## config.mk

```make
export PLATFORM = sky130hd
export DESIGN_NAME = interrupt_sequencer
export DESIGN_NICKNAME = d
export VERILOG_FILES = /design/src/rtl/interrupt_sequencer.sv
export SDC_FILE = /design/constraint.sdc
export NUM_CORES = 1
export LEC_CHECK = 0
export BUFFER_PORTS_ARGS = -buffer_cell sky130_fd_sc_hd__buf_2
export CAP_MARGIN = 10
export CORE_ASPECT_RATIO = 1.5
export CORE_UTILIZATION = 40
export DETAILED_ROUTE_END_ITERATION = 12
export PLACE_DENSITY_LB_ADDON = 0.2
export SETUP_SLACK_MARGIN = 0.4
export SYNTH_ARGS = -nofsm -noshare
export SYNTH_HDL_FRONTEND = slang
export SYNTH_SLANG_ARGS = --single-unit
```

## constraint.sdc

```tcl
create_clock -name clk -period 4.1 [get_ports clk]
set_input_delay 0.82 -clock clk [delete_from_list [all_inputs] [get_ports clk]]
set_output_delay 0.82 -clock clk [all_outputs]
set_load 0.1 [all_outputs]
```

## src/rtl/interrupt_sequencer.sv

```systemverilog
// Interrupt sequencer for a 6502-style core.
// Sequences RESET, BRK, NMI and IRQ entry: three stack steps (pushes are
// suppressed for RESET), then a two-byte vector fetch that also sets the I flag.
// NMI is edge-latched; IRQ is level-sensitive and masked by the I flag.
module interrupt_sequencer (
    input  logic        clk,
    input  logic        rst,
    input  logic        nmi_n,
    input  logic        irq_n,
    input  logic        psr_i,
    input  logic        brk_req,
    input  logic        instr_boundary,
    input  logic        ready,
    output logic        busy,
    output logic        push_pch,
    output logic        push_pcl,
    output logic        push_p,
    output logic        sp_dec,
    output logic        b_flag_out,
    output logic        vec_lo_rd,
    output logic        vec_hi_rd,
    output logic [15:0] vector_addr,
    output logic        manual_set,
    output logic        manual_I,
    output logic        nmi_ack,
    output logic        done
);

    typedef enum logic [2:0] {
        ST_RST_START = 3'd0,
        ST_IDLE      = 3'd1,
        ST_PUSH_PCH  = 3'd2,
        ST_PUSH_PCL  = 3'd3,
        ST_PUSH_P    = 3'd4,
        ST_FETCH_LO  = 3'd5,
        ST_FETCH_HI  = 3'd6
    } state_t;

    typedef enum logic [1:0] {
        SRC_RESET = 2'd0,
        SRC_BRK   = 2'd1,
        SRC_NMI   = 2'd2,
        SRC_IRQ   = 2'd3
    } src_t;

    localparam logic [15:0] VEC_NMI   = 16'hFFFA;
    localparam logic [15:0] VEC_RESET = 16'hFFFC;
    localparam logic [15:0] VEC_IRQ   = 16'hFFFE;

    state_t      state_r;
    src_t        src_r;
    logic [15:0] vector_r;
    logic        nmi_s1_r;
    logic        nmi_s2_r;
    logic        irq_s1_r;
    logic        irq_s2_r;
    logic        nmi_pending_r;

    logic        nmi_fall_s;
    logic        irq_active_s;
    logic        vec_step_s;
    logic [15:0] sel_vector_s;

    // Two-flop synchronizers for the asynchronous interrupt pins.
    always_ff @(posedge clk or posedge rst) begin
        if (rst) begin
            nmi_s1_r <= 1'b1;
            nmi_s2_r <= 1'b1;
            irq_s1_r <= 1'b1;
            irq_s2_r <= 1'b1;
        end else begin
            nmi_s1_r <= nmi_n;
            nmi_s2_r <= nmi_s1_r;
            irq_s1_r <= irq_n;
            irq_s2_r <= irq_s1_r;
        end
    end

    // The synchronized NMI is about to go 1->0 when the second stage is high
    // and the first stage has already captured low; pending is set on that edge.
    assign nmi_fall_s   = nmi_s2_r & ~nmi_s1_r;
    assign irq_active_s = ~irq_s2_r & ~psr_i;
    assign vec_step_s   = (state_r == ST_PUSH_P) && ready;

    // Vector choice at the status-push step; a pending NMI hijacks BRK and IRQ.
    always_comb begin
        sel_vector_s = VEC_IRQ;
        case (src_r)
            SRC_RESET: sel_vector_s = VEC_RESET;
            SRC_NMI:   sel_vector_s = VEC_NMI;
            SRC_BRK,
            SRC_IRQ: begin
                if (nmi_pending_r) begin
                    sel_vector_s = VEC_NMI;
                end else begin
                    sel_vector_s = VEC_IRQ;
                end
            end
            default:   sel_vector_s = VEC_IRQ;
        endcase
    end

    // NMI pending latch: a new edge outranks the acknowledge clear.
    always_ff @(posedge clk or posedge rst) begin
        if (rst) begin
            nmi_pending_r <= 1'b0;
        end else if (nmi_fall_s) begin
            nmi_pending_r <= 1'b1;
        end else if (nmi_ack) begin
            nmi_pending_r <= 1'b0;
        end else begin
            nmi_pending_r <= nmi_pending_r;
        end
    end

    // Sequencer state, captured source and latched vector.
    always_ff @(posedge clk or posedge rst) begin
        if (rst) begin
            state_r  <= ST_RST_START;
            src_r    <= SRC_RESET;
            vector_r <= 16'h0000;
        end else begin
            case (state_r)
                ST_RST_START: begin
                    state_r <= ST_PUSH_PCH;
                    src_r   <= SRC_RESET;
                end
                ST_IDLE: begin
                    if (instr_boundary && ready) begin
                        if (brk_req) begin
                            state_r <= ST_PUSH_PCH;
                            src_r   <= SRC_BRK;
                        end else if (nmi_pending_r) begin
                            state_r <= ST_PUSH_PCH;
                            src_r   <= SRC_NMI;
                        end else if (irq_active_s) begin
                            state_r <= ST_PUSH_PCH;
                            src_r   <= SRC_IRQ;
                        end
                    end
                end
                ST_PUSH_PCH: begin
                    if (ready) begin
                        state_r <= ST_PUSH_PCL;
                    end
                end
                ST_PUSH_PCL: begin
                    if (ready) begin
                        state_r <= ST_PUSH_P;
                    end
                end
                ST_PUSH_P: begin
                    if (ready) begin
                        state_r  <= ST_FETCH_LO;
                        vector_r <= sel_vector_s;
                    end
                end
                ST_FETCH_LO: begin
                    if (ready) begin
                        state_r <= ST_FETCH_HI;
                    end
                end
                ST_FETCH_HI: begin
                    if (ready) begin
                        state_r <= ST_IDLE;
                    end
                end
                default: begin
                    state_r <= ST_IDLE;
                end
            endcase
        end
    end

    // Output decode from state; strobes only fire while the CPU is ready.
    always_comb begin
        busy        = 1'b0;
        push_pch    = 1'b0;
        push_pcl    = 1'b0;
        push_p      = 1'b0;
        sp_dec      = 1'b0;
        b_flag_out  = 1'b0;
        vec_lo_rd   = 1'b0;
        vec_hi_rd   = 1'b0;
        vector_addr = 16'h0000;
        manual_set  = 1'b0;
        manual_I    = 1'b0;
        nmi_ack     = 1'b0;
        done        = 1'b0;
        case (state_r)
            ST_RST_START: busy = 1'b0;
            ST_IDLE:      busy = 1'b0;
            ST_PUSH_PCH: begin
                busy     = 1'b1;
                push_pch = ready && (src_r != SRC_RESET);
                sp_dec   = ready;
            end
            ST_PUSH_PCL: begin
                busy     = 1'b1;
                push_pcl = ready && (src_r != SRC_RESET);
                sp_dec   = ready;
            end
            ST_PUSH_P: begin
                busy       = 1'b1;
                push_p     = ready && (src_r != SRC_RESET);
                sp_dec     = ready;
                b_flag_out = ready && (src_r == SRC_BRK);
                nmi_ack    = vec_step_s && (sel_vector_s == VEC_NMI);
            end
            ST_FETCH_LO: begin
                busy        = 1'b1;
                vec_lo_rd   = ready;
                manual_set  = ready;
                manual_I    = ready;
                vector_addr = vector_r;
            end
            ST_FETCH_HI: begin
                busy        = 1'b1;
                vec_hi_rd   = ready;
                done        = ready;
                vector_addr = vector_r + 16'd1;
            end
            default: busy = 1'b0;
        endcase
    end

endmodule

```

Yosys cells after proc, flatten, opt, wreduce, memory -nomap -nowiden
Cells that the tools add are included.

Add/sub/neg operators: 1. Multiply operators: 0. Divide/modulo/power cells: 0. $lt $le $gt $ge: 0. Eq/ne operators: 17. Shifts and indexed selects: 0. Mux-type cells: 29. Bitwise operators: 5. Reduce and logical (&&, ||, !) cells: 16.

Operators with widths (number): case mux 16 bit (3 select lines) (1); case mux 16 bit (2 select lines) (1); two-way mux 3 bit (10); case mux 3 bit (7 select lines) (1); adder 16 x 1 -> 16 bit, second input constant (1); == test 16 bit, second input constant (1); != test 2 bit, second input constant (6); two-way mux 1 bit (11); == test 3 bit, second input constant (3); two-way mux 2 bit (4); AND reduction 7 bit (1); == test 3 x 2 -> 1 bit, second input constant (2); nonzero test 2 bit (3); logical AND 1 bit (5); OR reduction 5 bit (1); == test 2 bit, second input constant (2); != test 4 bit, second input constant (1); case mux 2 bit (2 select lines) (1); == test 3 x 1 -> 1 bit, second input constant (1); logical NOT 3 bit (1); inverter 1 bit (3); AND reduction 3 bit (1); OR reduction 3 bit (1); AND 1 bit (2); other kinds (4) (4).

Flip-flop bits (word level): 26. Bits in latches: 0. Bits in writable memories: 0. Memory bits (read-only): 0. Output and inout port bits: 28. Memories kept: 0.

Longest topological paths before layout
Gate-level depths: netlist (run 1).

Word-level depth: 8. Gate-level depth with buffers: 6.

Least setup slack after synthesis (run 1)
OpenSTA, ideal clock, no wires.

Kind: input -> output. From: input port ready. To: output port b_flag_out. Data arrival time: 3452 ps. Data required time: 3280 ps. Setup slack: -172 ps. Cell stages on the path: 4. Path buffers: 1. Cell sequence: nand2b_1 -> or2_1 -> buf_6 -> nor3b_1.

Cells in the longest elaborated chain, start to end: 2.

Ends and longest elaborated chain: start, declared (line 13) `input logic ready,`; logical AND 1 bit (line 207) `b_flag_out = ready && (src_r == SRC_BRK);`; two-way mux 1 bit (line 190) `case (state_r)`; end, declared (line 19) `output logic b_flag_out,`.

Every way passes these cells.

Worst setup path after layout (run 1)
Ends and elaborated chain as after synthesis.

==> results.ini, run 1 <==
[sta]
setup_violations=0
tightest_slew_ns=0.4676
hold_viol=0
skew_ns=0.003175
rsz0062_at_grt=no
max_slew_margin=0.6843
setup_ws_ns=1.272
tns_ns=0
fin_crit_sh=0.6897
drv_slew=0
period_minus_slack_ns=2.828
max_freq_mhz=353.6
hold_ws_ns=0.3583

[synth]
ys_ff_latch=13
syn_nets=95
synth_top_cell_by_area=dfrtp_1
ys_types=33
yosys-top-cells-area=dfrtp_1, buf_4, dfstp_2, nor2_1, inv_1
netlist_area_um2=789.5
yosysWarnings=0
async_flop_share=1.000
synthFlopType=dfrtp_1
synth_top_area_frac=0.2853
avgSynthCellArea_um2=9.075
synth_cells=87
yosysSeqAreaShare=0.4184
synth_edf_count=0

[run_status]
status=finished, final reports clean

[finish]
syn2layout_area_growth_pct=11.25
fill_cells=195
nets=116
mostFrequentLayoutCells=buf_2, nor2_1, dfrtp_1
layout_commonest_cell=buf_2
antenna_cells=0
drive_above_1_share=0.4393

[worst_setup_path]
reg2reg_depth=4
regToRegSetupSlack_ns=2.58
crit_start=ready
reg2reg_to=state_r[0]
crit_end=b_flag_out
worstPathArrival_ns=2.01
r2r_start=irq_s2_r
end_kind=output pin
cp.required_ns=3.28
worstPathMaxFanout=6
critPathLaunchType=input pin
crit_type=in -> out

[clocking]
clk_pin_slew_worst_paths_ns=0.08
post_cts_resized=0
cts_max_path_buffers=2
cts_tree=built
numCtsBuffers=3
cts_htree_levels=1
root_buffer=clkbuf_4
insertion_delay_ns=0.27
clock-sinks=13
cts_hold_buf=0
post_cts_buffers=0

[floorplanning]
row_count=19
core_mm2=0.001854
io_pins=36
start_util=0.4258
dieArea_mm2=0.002159
die_w_um=38.28
die_h_um=56.41

[job]
max_cap_viol_count=0

[global_routing]
antenna_found_initial=0
grt_overflow=0
grt.total_usage=0.1479
grt_pass1_wl_um=2290
grt_max_degree=14
first_global_vias=552

[route]
routed_wl_um=1434
final_antenna_net_count=0
drt_iter0_drc=11
first_pass_iters=4
drc_errors=0
vias=642
drt-wirelength-per-cell_um=11.20
viasPerCell=5.016

[placed_design]
dpl.hpwl_um=1087
gp_congestion=0.8100
portBuffers=35
preCtsSetupSlack_ns=1.266

[min_path]
hp-class=reg -> reg

[cell usage after synthesis, types with 2 or more instances]
cell type / n
and3_1: 3
buf_4: 15
buf_6: 2
dfrtp_1: 9
dfstp_2: 4
inv_1: 7
nand2_1: 6
nand2b_1: 2
nand3_1: 2
nor2_1: 12
o21ai_0: 3
[per-layer routing]
metal,part of all wire,wire length [µm],global-route usage,vias to the layer above
li1,-,-,-,317
met4,0.019,27,0.1071,0
met3,0.068,98,0.01186,4
met2,0.47,668,0.2179,33
met1,0.45,640,0.1953,288
met5,0,0,0,-
[final cells by class]
class	count	area, µm²	share of cell area
multi-input combinational	48	294.0	0.3348
timing repair buffer	35	175.2	0.1994
tap	21	26.28	0.02991
sequential	13	330.3	0.3761
clock buffer	4	26.28	0.02991
inverter	7	26.28	0.02991
[worst min-delay path by stage]
stage / start / endpoint / cells after the start / slack [ns]
after detailed placement: irq_s1_r / irq_s2_r / 0 / 0.35
after floorplan: irq_s1_r / irq_s2_r / 0 / 0.35
after CTS: irq_s1_r / irq_s2_r / 0 / 0.36
after global routing: irq_s1_r / irq_s2_r / 0 / 0.37
final: irq_s1_r / irq_s2_r / 0 / 0.36
after global placement: irq_s1_r / irq_s2_r / 0 / 0.35
[logic make-up (layout without fill, tap and decap cells)]
family	count (synthesis)	count (layout)	synth area share
AND/OR/NAND/NOR	30	30	0.1886
buffers and inverters	26	46	0.2155
AO/OA/AOI/OAI	15	15	0.1347
flip-flops	13	13	0.4184
multiplexers	2	2	0.03169
XOR/XNOR	1	1	0.01110
[sequential cells by signal, summed over array words and instances (netlist names)]
signal         count
nmi_s2_r           1
irq_s1_r           1
src_r              2
irq_s2_r           1
vector_r           3
nmi_pending_r      1
nmi_s1_r           1
state_r            3
[worst max-delay path, stage by stage]
cell and delay [ns]:
buf_2 0.12, nand2b_1 0.09, or2_1 0.34, nor3b_2 0.20, buf_2 0.44
[through the flow]
stage	std cells	util	cell area, µm²
CTS	128	0.4737	878.3
detailed placement	124	0.4595	852.1
global route	128	0.4737	878.3
floorplan	87	-	794.5
global placement	124	0.4595	852.1
finish	128	0.4737	878.3
Power of run 1 is not shown: default switching activity piles up to over one toggle a cycle in this logic, so the estimate is an artifact.
==> run 2: changes to the inputs <==
--- a/config.mk
+++ b/config.mk
@@ -5,6 +5,7 @@
 export SDC_FILE = /design/constraint.sdc
 export NUM_CORES = 1
 export LEC_CHECK = 0
+export ABC_AREA = 1
 export BUFFER_PORTS_ARGS = -buffer_cell sky130_fd_sc_hd__buf_2
 export CAP_MARGIN = 10
 export CORE_ASPECT_RATIO = 1.5
==> constraint.sdc (replaced) <==
create_clock -name clk -period 2.3 [get_ports clk]
set_input_delay 0.46 -clock clk [delete_from_list [all_inputs] [get_ports clk]]
set_output_delay 0.46 -clock clk [all_outputs]
set_load 0.1 [all_outputs]
==> results.ini, run 2 <==
[finish]
fill_cells=127
layout_commonest_cell=buf_4
mostFrequentLayoutCells=buf_4, nand2_1, inv_1
nets=164
seq_area_um2=334.1
drive_above_1_share=0.6323
reg.largest.list=state_r x3, vector_r x3, src_r x2
multiInputGateArea_um2=425.4
syn2layout_area_growth_pct=88.55
antenna_cells=0

[worst_setup_path]
crit_type=reg -> out
cp_slowest_stage_delay_ns=0.44
reg2reg_depth=9
worstPathArrival_ns=1.65
cp.required_ns=1.84
slowest_stage=dfrtp_2
crit_chain=inv_4 -> nand2_4 -> inv_4 -> nand2_2 -> nand2_2 -> inv_4 -> nor2_4 -> clkbuf_16 -> buf_16
end_kind=output pin
critPathLaunchType=flop
regToRegSetupSlack_ns=0.79
worstPathMaxFanout=6
path_common_cell=inv_4

[route]
vias=885
final_antenna_net_count=0
drt_iter0_drc=12
drt-wirelength-per-cell_um=13.96
routed_wl_um=2471
drc_errors=0
first_pass_iters=6
viasPerCell=5.000

[floorplanning]
dieArea_mm2=0.002352
die_w_um=39.93
io_pins=36
row_count=20
core_mm2=0.002027
start_util=0.4259
die_h_um=58.90

[synth]
yosysMostFrequentCell=nand2_1
yosysWarnings=0
async_flop_share=1.000
synthAdderAreaFrac=0
synth_top_cell_by_area=dfrtp_1
synth_top_area_frac=0.2609
ys_ff_latch=13
synth_xor_area_frac=0
muxShareOfSynthArea=0
synth_edf_count=0
synth_cells=112
avgSynthCellArea_um2=7.708
synthFlopType=dfrtp_1
ys_types=22
syn_nets=120
synth-simple-area-share=0.3058
synth_top_family_by_area=simple AND/OR/NAND/NOR gates
ys_top_cells_by_count=nand2_1, buf_4, inv_1
yosysSeqAreaShare=0.3826
synth_compound_gate_area_share=0.07681
yosys-top-cells-area=dfrtp_1, buf_4, dfstp_2, nand2_1, inv_1
netlist_area_um2=863.3

[placed_design]
dpl.hpwl_um=1457
portBuffers=35
gp_congestion=0.7495

[sta]
setup_violations=0
period_minus_slack_ns=2.108
max_freq_mhz=474.3
tightest_slew_ns=0.4820
hold_viol=0
tns_ns=0
drv_slew=0
fin_crit_sh=0.9167
max_slew_margin=0.6783
skew_ns=0.001725
rsz0062_at_grt=yes
hold_ws_ns=0.1935

[run_status]
status=finished, final reports clean

[global_routing]
antenna_found_initial=0
first_global_vias=825
grt_max_degree=14
grt_pass1_wl_um=3546
grt.total_usage=0.2235
grt_overflow=0

[clocking]
root_buffer=clkbuf_4
insertion_delay_ns=0.27
cts_max_path_buffers=2
clock-sinks=13
numCtsBuffers=3
cts_tree=built
cts_hold_buf=0
clk_pin_slew_worst_paths_ns=0.08
cts_htree_levels=1

[job]
max_cap_viol_count=0

[min_path]
hp-class=in -> async

==> run 2: cell types whose count changed after synthesis, moves of 4 or more <==
cell and change:
inv_1 +7, inv_2 +4, nand3_1 +6, nand2_2 +4, nand2_1 +16
==> run 2: metrics by stage <==
step	instance area, µm²	std cells	utilization	setup WS [ns]
floorplan	932.1	112	-	-0.03714
detailed placement	1214	154	0.5988	0.3642
finish	1628	177	0.8031	0.1915
global placement	1214	154	0.5988	0.3861
global route	1628	177	0.8031	0.1204
CTS	1488	171	0.7340	0.2152
==> run 2: repair_timing <==
item                       CTS  global route
hold endpoints to repair     0             0
cloned                       1             0
resized for setup           36            28
setup endpoints to repair   28            26
pin swaps                    1             3
setup buffers               12             6
==> run 2: critical path, delay by kind of cell (launching register included) <==
kind | cells | cell delay (ns)
buffers and inverters | 5 | 0.59
flip-flops | 1 | 0.44
AND/OR/NAND/NOR | 4 | 0.34
==> run 2: worst paths after layout <==
| kind | start | to |
|---|---|---|
| max | state_r[0] | vector_addr[7] |
| min | rst | vector_r[1] |
| max reg2reg | state_r[0] | state_r[0] |
| min reg2reg | irq_s1_r | irq_s2_r |
| max in group asynchronous | rst | state_r[1] |
| min in group clk | nmi_n | nmi_s1_r |
==> run 2: metal layers <==
| layer | GRT usage | wire, µm | part of all wire |
|---|---|---|---|
| met5 | 0 | 0 | 0 |
| met3 | 0.01509 | 80 | 0.032 |
| met1 | 0.2250 | 754 | 0.31 |
| met4 | 0.1182 | 65 | 0.026 |
| met2 | 0.4171 | 1571 | 0.64 |
==> run 2: cell families (layout without fill, tap and decap cells) <==
group | after synthesis | in the layout
simple gates | 53 | 53
compound gates | 10 | 10
flops | 13 | 13
buf+inv | 36 | 79
==> run 2: final cells by class <==
type                            count  area share
Multi-Input combinational cell     63      0.2613
Timing Repair Buffer               55      0.4458
Clock buffer                        4     0.01614
Tap cell                           22     0.01691
Inverter                           20     0.05457
Sequential cell                    13      0.2052
Power of run 2 is left out for the same reason.
